==> config.mk <==
export PLATFORM = sky130hd
export DESIGN_NAME = carrier_pwm
export DESIGN_NICKNAME = d
export VERILOG_FILES = /design/src/rtl/carrier_pwm.sv
export SDC_FILE = /design/constraint.sdc
export NUM_CORES = 1
export LEC_CHECK = 0
export ABC_AREA = 1
export CELL_PAD_IN_SITES_DETAIL_PLACEMENT = 2
export CELL_PAD_IN_SITES_GLOBAL_PLACEMENT = 2
export CORE_ASPECT_RATIO = 1.25
export CORE_MARGIN = 2
export CORE_UTILIZATION = 30
export CTS_BUF_LIST = sky130_fd_sc_hd__clkbuf_16
export DETAILED_ROUTE_END_ITERATION = 10
export GPL_ROUTABILITY_DRIVEN = 0
export GPL_TIMING_DRIVEN = 0
export PLACE_DENSITY_LB_ADDON = 0.1
export SLEW_MARGIN = 30
export SYNTH_ARGS = -nofsm -noshare
export SYNTH_HDL_FRONTEND = slang
export SYNTH_SLANG_ARGS = --single-unit
==> constraint.sdc <==
create_clock -name clk -period 2.1 [get_ports clk]
set_input_delay 0.42 -clock clk [delete_from_list [all_inputs] [get_ports clk]]
set_output_delay 0.42 -clock clk [all_outputs]
set_load 0.01 [all_outputs]
==> src/rtl/carrier_pwm.sv <==
// Programmable-duty carrier generator: HIGH/LOW phase lengths in prescaled ticks,
// period-boundary double buffering. Define CARRIER_PWM_GRACEFUL_STOP_EN to finish the period on en=0.
module carrier_pwm #(
  parameter int TIMER_WIDTH    = 11,
  parameter int PRESCALE_WIDTH = 4
) (
  input  logic                      clk,
  input  logic                      sys_rst_n,
  input  logic                      en,
  input  logic [TIMER_WIDTH-1:0]    high_duration,
  input  logic [TIMER_WIDTH-1:0]    low_duration,
  input  logic [PRESCALE_WIDTH-1:0] prescale,
  input  logic                      idle_level,
  output logic                      out,
  output logic                      period_tick,
  output logic                      busy
);

  localparam logic [1:0] ST_IDLE = 2'd0;
  localparam logic [1:0] ST_HIGH = 2'd1;
  localparam logic [1:0] ST_LOW  = 2'd2;

  localparam logic [TIMER_WIDTH-1:0]    CNT_ZERO = {TIMER_WIDTH{1'b0}};
  localparam logic [TIMER_WIDTH-1:0]    CNT_ONE  = {{(TIMER_WIDTH-1){1'b0}}, 1'b1};
  localparam logic [PRESCALE_WIDTH-1:0] PRE_ZERO = {PRESCALE_WIDTH{1'b0}};
  localparam logic [PRESCALE_WIDTH-1:0] PRE_ONE  = {{(PRESCALE_WIDTH-1){1'b0}}, 1'b1};

`ifdef CARRIER_PWM_GRACEFUL_STOP_EN
  localparam logic GRACEFUL = 1'b1;
`else
  localparam logic GRACEFUL = 1'b0;
`endif

  logic [1:0]                state_q, state_d;
  logic [TIMER_WIDTH-1:0]    cnt_q, cnt_d;
  logic [PRESCALE_WIDTH-1:0] pre_q, pre_d;
  logic [TIMER_WIDTH-1:0]    act_high_q, act_high_d;
  logic [TIMER_WIDTH-1:0]    act_low_q, act_low_d;
  logic [PRESCALE_WIDTH-1:0] act_pre_q, act_pre_d;
  logic                      out_q, out_d;
  logic                      tick_q, tick_d;
  logic                      busy_q, busy_d;
  logic                      pre_tick_s;
  logic                      start_s;
  logic                      stop_s;

  // Next-state logic: phase sequencing, prescaler and shadow-register capture
  always_comb begin
    state_d    = state_q;
    cnt_d      = cnt_q;
    pre_d      = pre_q;
    act_high_d = act_high_q;
    act_low_d  = act_low_q;
    act_pre_d  = act_pre_q;
    out_d      = out_q;
    tick_d     = 1'b0;
    busy_d     = busy_q;
    start_s    = 1'b0;
    stop_s     = 1'b0;
    pre_tick_s = (pre_q == PRE_ZERO);

    case (state_q)
      ST_IDLE: begin
        if (en) begin
          start_s = 1'b1;
        end else begin
          stop_s = 1'b1;
        end
      end
      ST_HIGH: begin
        if (!en && !GRACEFUL) begin
          stop_s = 1'b1;
        end else if (pre_tick_s) begin
          pre_d = act_pre_q;
          if (cnt_q == CNT_ZERO) begin
            state_d = ST_LOW;
            out_d   = 1'b0;
            cnt_d   = act_low_q;
          end else begin
            cnt_d = cnt_q - CNT_ONE;
          end
        end else begin
          pre_d = pre_q - PRE_ONE;
        end
      end
      ST_LOW: begin
        if (!en && !GRACEFUL) begin
          stop_s = 1'b1;
        end else if (pre_tick_s) begin
          pre_d = act_pre_q;
          if (cnt_q == CNT_ZERO) begin
            // en is re-sampled here so a graceful stop can still be cancelled
            if (en) begin
              start_s = 1'b1;
            end else begin
              stop_s = 1'b1;
            end
          end else begin
            cnt_d = cnt_q - CNT_ONE;
          end
        end else begin
          pre_d = pre_q - PRE_ONE;
        end
      end
      default: begin
        stop_s = 1'b1;
      end
    endcase

    if (start_s) begin
      act_high_d = high_duration;
      act_low_d  = low_duration;
      act_pre_d  = prescale;
      cnt_d      = high_duration;
      pre_d      = prescale;
      state_d    = ST_HIGH;
      out_d      = 1'b1;
      tick_d     = 1'b1;
      busy_d     = 1'b1;
    end else if (stop_s) begin
      state_d = ST_IDLE;
      out_d   = idle_level;
      busy_d  = 1'b0;
    end else begin
      busy_d = 1'b1;
    end
  end

  // State and output registers
  always_ff @(posedge clk or negedge sys_rst_n) begin
    if (!sys_rst_n) begin
      state_q    <= ST_IDLE;
      cnt_q      <= CNT_ZERO;
      pre_q      <= PRE_ZERO;
      act_high_q <= CNT_ZERO;
      act_low_q  <= CNT_ZERO;
      act_pre_q  <= PRE_ZERO;
      out_q      <= 1'b0;
      tick_q     <= 1'b0;
      busy_q     <= 1'b0;
    end else begin
      state_q    <= state_d;
      cnt_q      <= cnt_d;
      pre_q      <= pre_d;
      act_high_q <= act_high_d;
      act_low_q  <= act_low_d;
      act_pre_q  <= act_pre_d;
      out_q      <= out_d;
      tick_q     <= tick_d;
      busy_q     <= busy_d;
    end
  end

  assign out         = out_q;
  assign period_tick = tick_q;
  assign busy        = busy_q;

endmodule

**Word-level counts from Yosys, hierarchy flattened**

Cells that the tools add are included.

- Register bits after elaboration: 35
- Output and inout port bits: 3

- Add/sub/neg operators: 2
- Eq/ne operators: 7
- Mux-type cells: 34
- Reductions and logical operators: 15

Operator list:

| operator | number |
|---|---|
| $mux 11 | 7 |
| $pmux 11 s2 | 1 |
| $mux 4 | 4 |
| $mux 1 | 15 |
| $ne 3x3->1 const B | 5 |
| $reduce_bool 3->1 | 5 |
| $mux 2 | 6 |
| $logic_not 11->1 | 1 |
| $sub 11x1->11 const B | 1 |
| $reduce_and 6->1 | 1 |
| $logic_not 4->1 | 1 |
| $reduce_and 4->1 | 1 |
| $reduce_bool 2->1 | 2 |
| $sub 4x1->4 const B | 1 |
| $reduce_or 3->1 | 1 |
| $eq 2x1->1 const B | 1 |
| $eq 2x2->1 const B | 1 |
| $logic_not 2->1 | 1 |
| $pmux 1 s2 | 1 |
| $reduce_and 2->1 | 1 |
| $reduce_or 2->1 | 1 |

**Depth between registers and ports, before layout**

Gate-level depths: netlist (run 1).

- Depth in word-level cells: 7
- Depth in mapped cells: 14
- Depth with buffers taken out: 13

**Worst setup path after synthesis (run 1)**

No wires, ideal clock.

- Path type: register to register
- From: register cnt_q[0]
- To: register cnt_q[6]
- Cell stages (with the launch flop): 14
- Buffers on the path: 2
- Period minus slack after synthesis: 1.815 ns
- Arrival time: 1.690 ns
- Slack: 0.285 ns
- Cells stage by stage: dfrtp_1 > inv_1 > ha_1 > inv_1 > nor2_1 > nand3_1 > nor2_4 > nand3_4 > nand2_4 > nand2_4 > buf_6 > buf_6 > nand3_1 > nand3_1

- Word-level cells in the longest chain between the ends: 7

Ends and longest elaborated chain:

| what | RTL line | text |
|---|---|---|
| start, declared | 35 | `logic [TIMER_WIDTH-1:0] cnt_q, cnt_d;` |
| start signal, assigned | 143 | `cnt_q <= cnt_d;` |
| branches (longest 7 deep; another with $sub 11x1->11) | n/a |  |

Several ways; the timed one is not identified. The select of a mux whose other input is x is not followed.
A chain may end at the register's enable or synchronous reset.

**Worst setup path in the final report (run 1)**

- From: register pre_q[0]
- To: register cnt_q[1]

- Word-level cells in the longest chain between the ends: 6

Ends and longest elaborated chain:

| what | RTL line | text |
|---|---|---|
| start, declared | 36 | `logic [PRESCALE_WIDTH-1:0] pre_q, pre_d;` |
| start signal, assigned | 144 | `pre_q <= pre_d;` |
| $logic_not 4->1 * | 60 | `pre_tick_s = (pre_q == PRE_ZERO);` |
| $mux 1 | 89 | `end else if (pre_tick_s) begin` |
| $mux 1 | 87 | `if (!en && !GRACEFUL) begin` |
| $pmux 1 s2 | 62 | `case (state_q)` |
| $ne 3x3->1 (no source line) / $reduce_bool 3->1 (equally long branches) | n/a |  |
| $reduce_and 6->1 (no source line) | n/a |  |

Every way passes the cells marked *; elsewhere a longest branch is shown, timed or not.

==> results of run 1 <==
## through the flow
stage                     setup TNS, ns  power, mW
after floorplan                       0       1.46
after global routing             -0.135       2.72
after global placement           -15.84       1.71
after detailed placement          -4.73       1.75
after CTS                             0       2.49
final                                 0       2.52
## cell type report
type | instances | area [um^2] | share of cell area [%]
multi-input combinational | 236 | 1180 | 40.4
sequential | 35 | 876 | 30.0
timing repair buffer | 45 | 423 | 14.5
inverter | 34 | 130 | 4.45
clock buffer | 5 | 125 | 4.28
tap | 90 | 113 | 3.85
buffer | 9 | 73.8 | 2.52
clock inverter | 1 | 3.75 | 0.128
## flip-flops by register name, indices dropped and copies added, names as in the netlist
name,cells
cnt_q,11
act_low_q,11
period_tick,1
pre_q,4
busy,1
act_pre_q,4
state_q,2
out,1
## critical path, cell delays in order (launching register included)
cell and delay (ns):
sky130_fd_sc_hd__dfrtp_1 0.41, sky130_fd_sc_hd__inv_1 0.13, sky130_fd_sc_hd__ha_1 0.18, sky130_fd_sc_hd__nand2_1 0.09
sky130_fd_sc_hd__nor2_4 0.19, sky130_fd_sc_hd__nand2_1 0.13, sky130_fd_sc_hd__a21oi_4 0.24, sky130_fd_sc_hd__inv_2 0.12
sky130_fd_sc_hd__buf_4 0.20, sky130_fd_sc_hd__nand3_1 0.09, sky130_fd_sc_hd__nand3_1 0.08
## worst min path at each step
stage                            start            to  cells past startpoint
after floorplan              sys_rst_n  act_low_q[0]                      0
after global placement    act_pre_q[1]  act_pre_q[1]                      2
after detailed placement     sys_rst_n    state_q[0]                      1
after CTS                    sys_rst_n    state_q[0]                      1
after global routing         sys_rst_n    state_q[0]                      1
final                        sys_rst_n    state_q[0]                      1
## cells in the final DEF (no fill, tap or decap), drive strengths merged
cell	n
a21oi	3
ha	8
clkbuf	8
nand3b	4
clkdlybuf4s50	31
o21ai	10
o211ai	3
buf	20
or2	1
nor2	23
nand2	131
inv	35
xnor2	3
xor2	1
nand3	48
dfrtp	35
nor3	1
## power by group through the flow
stage          logic (mW)  registers [mW]  clock network [mW]
6_report            0.872           0.944               0.699
5_1_grt              1.01           0.968               0.742
2_1_floorplan       0.547           0.913                   0
3_5_place_dp        0.799           0.954                   0
4_1_cts             0.819           0.945               0.728
3_3_place_gp        0.761           0.949                   0
## cells by family after synthesis
family	Yosys count
AO/OA/AOI/OAI	16
XOR/XNOR	4
adder cells (fa/ha/maj)	8
buffers and inverters	43
flip-flops	35
AND/OR/NAND/NOR	208
## layer usage
layer,global-route usage [%],wire length [um],part of all wire [%],vias up
met2,38.2,4220,56,29
met5,0,0,0,-
met4,7.56,183,2.4,0
met1,22.5,2920,39,1085
li1,-,-,-,1083
met3,2.97,179,2.4,15
## timing repair
action,CTS,global route
pin swaps,1,4
setup endpoints to repair,30,31
hold endpoints to repair,0,0
buffers inserted,2,10
resized for setup,7,8
==> impl.org, run 1 <==
** Placed design
- In this run the cell area measured after placement is 2650 um^2.
- DP Worst Slack :: -0.359 ns
- Including well taps, the total number of placed cells is 437.
- Port buffer count :: 32
- Once detailed placement completed, the half-perimeter wirelength came to 5480 um.

** Global route
- The via count of the first global-routing pass is 2,528.
- The total overflow left after global routing is 0.
- Global routing used 20.2% of the available tracks across all layers.
- Initial antenna violation count :: 0
- The first global-routing pass estimated 12,500 um of wire.
- Entering global routing, the biggest net connects 26 pins.

** Final layout
- Final antenna diode count :: 0
- Fraction of final layout cells sized beyond drive strength 1 :: 12.1%
- At the end of the flow, the number of nets in the layout was 404.
- After the flow finishes, the layout carries non-filler instances totaling 455.
- Util after Layout :: 41.7%
- From synthesis to final layout, the design area changed by 32.7%.
- Post-Layout Inst Area :: 2920 um^2
- Fillcell total :: 854

** Timing
- The worst path meets setup with 0.104 ns of slack.
- Fin Clk Skew :: 0.00313 ns
- The total count of max-transition violations in the final report is 0.
- Counting I/O delays and the setup requirement, the final critical path takes 2.00 ns.
- The total count of hold-check failures in the final report is 0.
- Worst-case headroom to the max-slew limit :: 66.9%
- At the pin with the least slew margin, the transition time is 0.497 ns.
- Static timing analysis puts the maximum clock frequency at 0.501 GHz.
- Number of setup violations in the final report :: 0
- Across all hold checks on the routed design, the worst slack comes to 0.0216 ns.
- Share of the cycle needed by the critical path after routing :: 95.1%

** Route
- The detail route stage leaves a number of antenna-violating nets equal to 0.
- DR DRC count :: 0
- Before antenna repair, the detailed router went through 4 iterations.
- For this block, the via count after detailed routing is 2,212.
- DRC violation total after the first TritonRoute iteration :: 37
- Routed vias/inst :: 4.86
- Total detailed-routing wirelength :: 7500 um
- Drt wl/cell :: 16.5 um

** Logic synthesis
- Top-count cell post-synth :: sky130_fd_sc_hd__nand2_1
- Number of flops mapped to enable cells by yosys :: 0
- For this run, the register share of the synthesized area comes to 39.8%.
- Counting flops with an async set or reset pin after synthesis yields a share of 100%.
- Cells taking the most area after synthesis :: sky130_fd_sc_hd__dfrtp_1 40%, sky130_fd_sc_hd__nand2_1 22%, sky130_fd_sc_hd__nand3_1 11%
- Most instantiated flip-flop cell in the synthesis netlist :: sky130_fd_sc_hd__dfrtp_1
- Xor/xnor share of the synthesized area :: 1.59%
- Adder-cell area share of the yosys netlist :: 4.54%
- The commonest cells after synthesis are 128 x sky130_fd_sc_hd__nand2_1, 47 x sky130_fd_sc_hd__nand3_1, 35 x sky130_fd_sc_hd__dfrtp_1.
- The share of synthesized area in the top cell type comes to 39.8%.
- The synthesized netlist occupies a cell area of 2200 um^2.
- The synthesized netlist devotes 3.98% of its cell area to compound gates.
- Mean Syn Cell Area :: 7.02 um^2
- For this run, the number of Yosys warnings is 0.
- Cells after synthesis :: 314
- Post-synthesis cell type with the largest combined area :: sky130_fd_sc_hd__dfrtp_1
- Counting distinct cell types in the post-synthesis netlist gives 23.
- Fraction of synthesized area in multiplexers :: 0%
- Combinational family with the most area after synthesis :: simple AND/OR/NAND/NOR gates
- Simple-gate share of the synthesized area :: 41.1%
- Number of register bits inferred by synthesis :: 35
- When the netlist entered floorplanning its net count stood at 352.

** Floorplanning
- Area enclosed by the die boundary :: 8050 um^2
- Number of cell rows :: 34
- Measured along the y axis, the die boundary spans 99.8 um.
- Starting density of the core :: 31.4%
- Total I/O pin count :: 33
- Core area :: 7020 um^2
- Horizontal die dimension :: 80.7 um

** Setup path
- Setup slack on the worst reg-to-reg path comes out at 0.10 ns.
- The most critical setup path has its startpoint at pre_q[0].
- Endpoint of the lowest-slack register-to-register path :: cnt_q[1]
- Type of the worst setup path :: reg -> reg
- In this run the critical register-to-register path is launched from pre_q[0].
- The worst setup path is launched from a flip-flop.
- Critical path endpoint category :: flip-flop
- End point of the critical path :: cnt_q[1]
- At the worst endpoint, the arrival time is 2.15 ns.
- CP Data Required Time :: 2.26 ns
- Number of cell instances on the worst register-to-register path :: 10
- In this run the worst path has a maximum fanout of 10.

** Clock tree
- Total number of clock tree sinks :: 35
- The root buffer cell chosen for the clock tree is sky130_fd_sc_hd__clkbuf_16.
- Worst-case clock buffer depth :: 2
- CTS built an H-tree with a depth of 2.
- Latest clock arrival within the worst-skew pair :: 0.28 ns
- TritonCTS built the clock tree.
- Clock-pin slew of the registers on the worst-case setup and hold paths :: 0.06 ns
- Number of buffers created by CTS :: 5
- Count of hold buffers inserted by post-cts repair :: 0

** Power
- Switching power share of the total :: 36.7%
- Registers are responsible for 37.5% of the overall power.
- Pwr dens :: 861 nW/um^2
- VDD sags by at most 0.357 mV.
- Internal power summed over all cells :: 1.59 mW
- The share of total power dissipated in the clock network is 27.8%.
- Comb power frac :: 34.7%
- Leakage dissipation :: 1.50 nW
- Net switching power :: 0.923 mW

** Run
- The tool flagged a number of max-cap violations equal to 0.

** Worst hold path
- In this run the worst hold path is classified as in -> async.

** Outcome
- Outcome :: completed
No activity file was read; power rests on OpenSTA's default activity.
==> run 2, diff against run 1 <==
--- a/config.mk
+++ b/config.mk
@@ -15,7 +15,7 @@
 export DETAILED_ROUTE_END_ITERATION = 10
 export GPL_ROUTABILITY_DRIVEN = 0
 export GPL_TIMING_DRIVEN = 0
-export PLACE_DENSITY_LB_ADDON = 0.1
+export PLACE_DENSITY = 0.76
 export SLEW_MARGIN = 30
 export SYNTH_ARGS = -nofsm -noshare
 export SYNTH_HDL_FRONTEND = slang
==> impl.org, run 2 (synthesis results as in run 1) <==
** Global route
- In the global route stage, met2 resource usage came out at 37.6%.
- The initial antenna violation count was 0.
- Wire length of the first global-routing pass :: 12,300 um
- GR peak layer :: met2
- Vias in the first global route :: 2,444
- Met3 Use GR :: 2.70%
- Entering global routing, the biggest net connects 26 pins.
- Global routing used 24.0% of the available met1 tracks.
- Total routing usage reported by global routing :: 20.2%
- For this run the aggregate overflow at the end of global routing stands at 0.

** Setup path
- Data arrival at the endpoint of the critical path :: 2.16 ns
- Data on the critical path is required at its endpoint by 2.26 ns.
- The critical path is of the reg -> reg type.
- STA classifies the critical path endpoint as a flip-flop.
- The number of cells on the worst reg-to-reg path is 13.
- Kind of start point of the critical path :: flip-flop
- Of all nets on the critical path, the largest fanout is 10.

** Run
- Number of max-capacitance violations reported :: 0

** Final layout
- Finished Layout Cells :: 460
- Post-Layout Inst Area :: 2980 um^2
- Fin nets :: 407
- Final antenna diode count :: 0
- Fillcell total :: 843
- In the final layout, the multi-input gates occupy 1160 um^2.
- Area Overhead vs Synth :: 35.2%
- The library cell used most frequently in the layout, excluding fill and tap cells, is sky130_fd_sc_hd__nand2_1.
- Fraction of final layout cells sized beyond drive strength 1 :: 13.5%
- Util after Layout :: 42.4%
- Across the whole layout, storage elements account for 876 um^2.
- Registers with the highest flip-flop counts :: act_low_q: 11 flops, cnt_q: 11 flops
- In the layout the commonest cells are 127 x sky130_fd_sc_hd__nand2_1, 46 x sky130_fd_sc_hd__nand3_1, 35 x sky130_fd_sc_hd__dfrtp_1.

** Floorplanning
- Horizontal die dimension :: 80.7 um
- The floorplan step defined a die boundary enclosing 8050 um^2.
- Core area :: 7020 um^2
- The floorplan step set the die height to 99.8 um.
- Number of cell rows :: 34
- For this design the top-level I/O count stands at 33.
- For this configuration, the core starts out at a cell density of 31.4%.

** Route
- The first TritonRoute pass finished after 4 iterations.
- In this run the remaining antenna-violating nets after routing total 0.
- Total detailed-routing wirelength :: 7790 um
- Drt wl/cell :: 16.9 um
- DRC violation total after the first TritonRoute iteration :: 37
- Across all layers, the routed design uses 2,228 vias.
- DR DRC count :: 0
- After detailed routing, the number of vias per cell comes to 4.84.

** Timing
- Timing would allow up to 0.502 GHz.
- Setup violations remaining at the end of the flow were counted as 0.
- Across all setup checks in the final design, the least slack found is 0.108 ns.
- Setup total negative slack on the finished layout was measured at 0 ns.
- Worst slack on hold paths :: 0.0204 ns
- Tightest Pin Transition :: 0.495 ns
- Worst-case headroom to the max-slew limit :: 67.0%
- Count of final max-slew check failures :: 0
- Share of the cycle needed by the critical path after routing :: 94.9%
- Fin Clk Skew :: 0.00472 ns
- The worst path in the final design needs a cycle of 1.99 ns, including I/O delays and setup.
- Final Hold Viols :: 0

** Placed design
- Estimated wirelength of the detail-placed design :: 5540 um
- Port buffer count :: 32
- Post-detailed-placement cell area :: 2650 um^2
- # placed instances :: 437
- Before CTS, the worst setup slack after placement is -0.362 ns.

** Clock tree
- Root buffer selected by CTS :: sky130_fd_sc_hd__clkbuf_16
- The clock passes through at most 2 buffers.
- Count of hold buffers inserted by post-cts repair :: 0
- At the later pin of the worst-skew pair, clock insertion delay measures 0.28 ns.
- The clock net in this run drives a total of 35 sinks.
- In this run the number of H-tree levels came out at 2.
- Clock tree from TritonCTS :: built
- Number of buffers created by CTS :: 5
- Clock-pin slew of the registers on the worst-case setup and hold paths :: 0.06 ns

** Power
- Power spread over the standard cell area amounts to 913 nW/um^2.
- In this run the static leakage power is 1.53 nW.
- Maximum vdd ir drop :: 0.355 mV
- Final Power :: 2.72 mW

** Worst hold path
- Path category of the worst min-delay check :: in -> async

** Outcome
- The run finished with clean final reports.
run 2: worst paths after layout:
check                              from             to  slack [ns]
setup / recovery               cnt_q[0]       cnt_q[6]        0.11
max in group asynchronous     sys_rst_n  act_low_q[10]        1.64
hold / removal                sys_rst_n            out        0.02
min in group clk           act_pre_q[1]   act_pre_q[1]        0.47
setup reg to reg               cnt_q[0]       cnt_q[6]        0.11
hold reg to reg            act_pre_q[1]   act_pre_q[1]        0.47
run 2: worst max-delay path, cell delays in order (launching register included):
cell                      delay [ns]
sky130_fd_sc_hd__dfrtp_1        0.41
sky130_fd_sc_hd__inv_2          0.10
sky130_fd_sc_hd__ha_1           0.15
sky130_fd_sc_hd__inv_1          0.06
sky130_fd_sc_hd__nor2_2         0.12
sky130_fd_sc_hd__nand3_1        0.13
sky130_fd_sc_hd__nor2_4         0.16
sky130_fd_sc_hd__nand3_4        0.12
sky130_fd_sc_hd__nand2_8        0.11
sky130_fd_sc_hd__nand2_4        0.06
sky130_fd_sc_hd__buf_6          0.15
sky130_fd_sc_hd__buf_6          0.15
sky130_fd_sc_hd__nand3_1        0.07
sky130_fd_sc_hd__nand3_1        0.07
run 2: final cells by class:
class                   instances  share of cell area, %
inverters                      34                   4.37
well taps                      90                   3.78
plain buffers                   9                   2.48
flip-flops and latches         35                   29.4
clock buffers                   5                   4.20
repair buffers                 48                   15.2
clock inverters                 3                   1.47
multi-input cells             236                   39.1
run 2: repair_timing:
action | in CTS | in global routing
setup buffers | 2 | 13
pin swaps | 1 | 3
gates resized for setup | 5 | 11
endpoints found under the hold margin | 0 | 0
setup endpoints to repair | 33 | 31
run 2: report_power, final:
part	switching [mW]	total, mW	internal (mW)	leakage [nW]
registers	0.142	0.955	0.813	0.429
clock network	0.306	0.866	0.560	0.0838
logic	0.523	0.898	0.376	1.02
run 2: routing by layer:
metal  wire (um)  vias up
met2        4340       28
met4          93        0
li1            -     1089
met3         157        8
met5           0        -
met1        3200     1103
==> run 3, diff against run 2 <==
--- a/config.mk
+++ b/config.mk
@@ -20,3 +20,4 @@
 export SYNTH_ARGS = -nofsm -noshare
 export SYNTH_HDL_FRONTEND = slang
 export SYNTH_SLANG_ARGS = --single-unit
+export TNS_END_PERCENT = 30
==> results of run 3 <==
The final DEF is identical to that of run 2; final timing and power are the same.
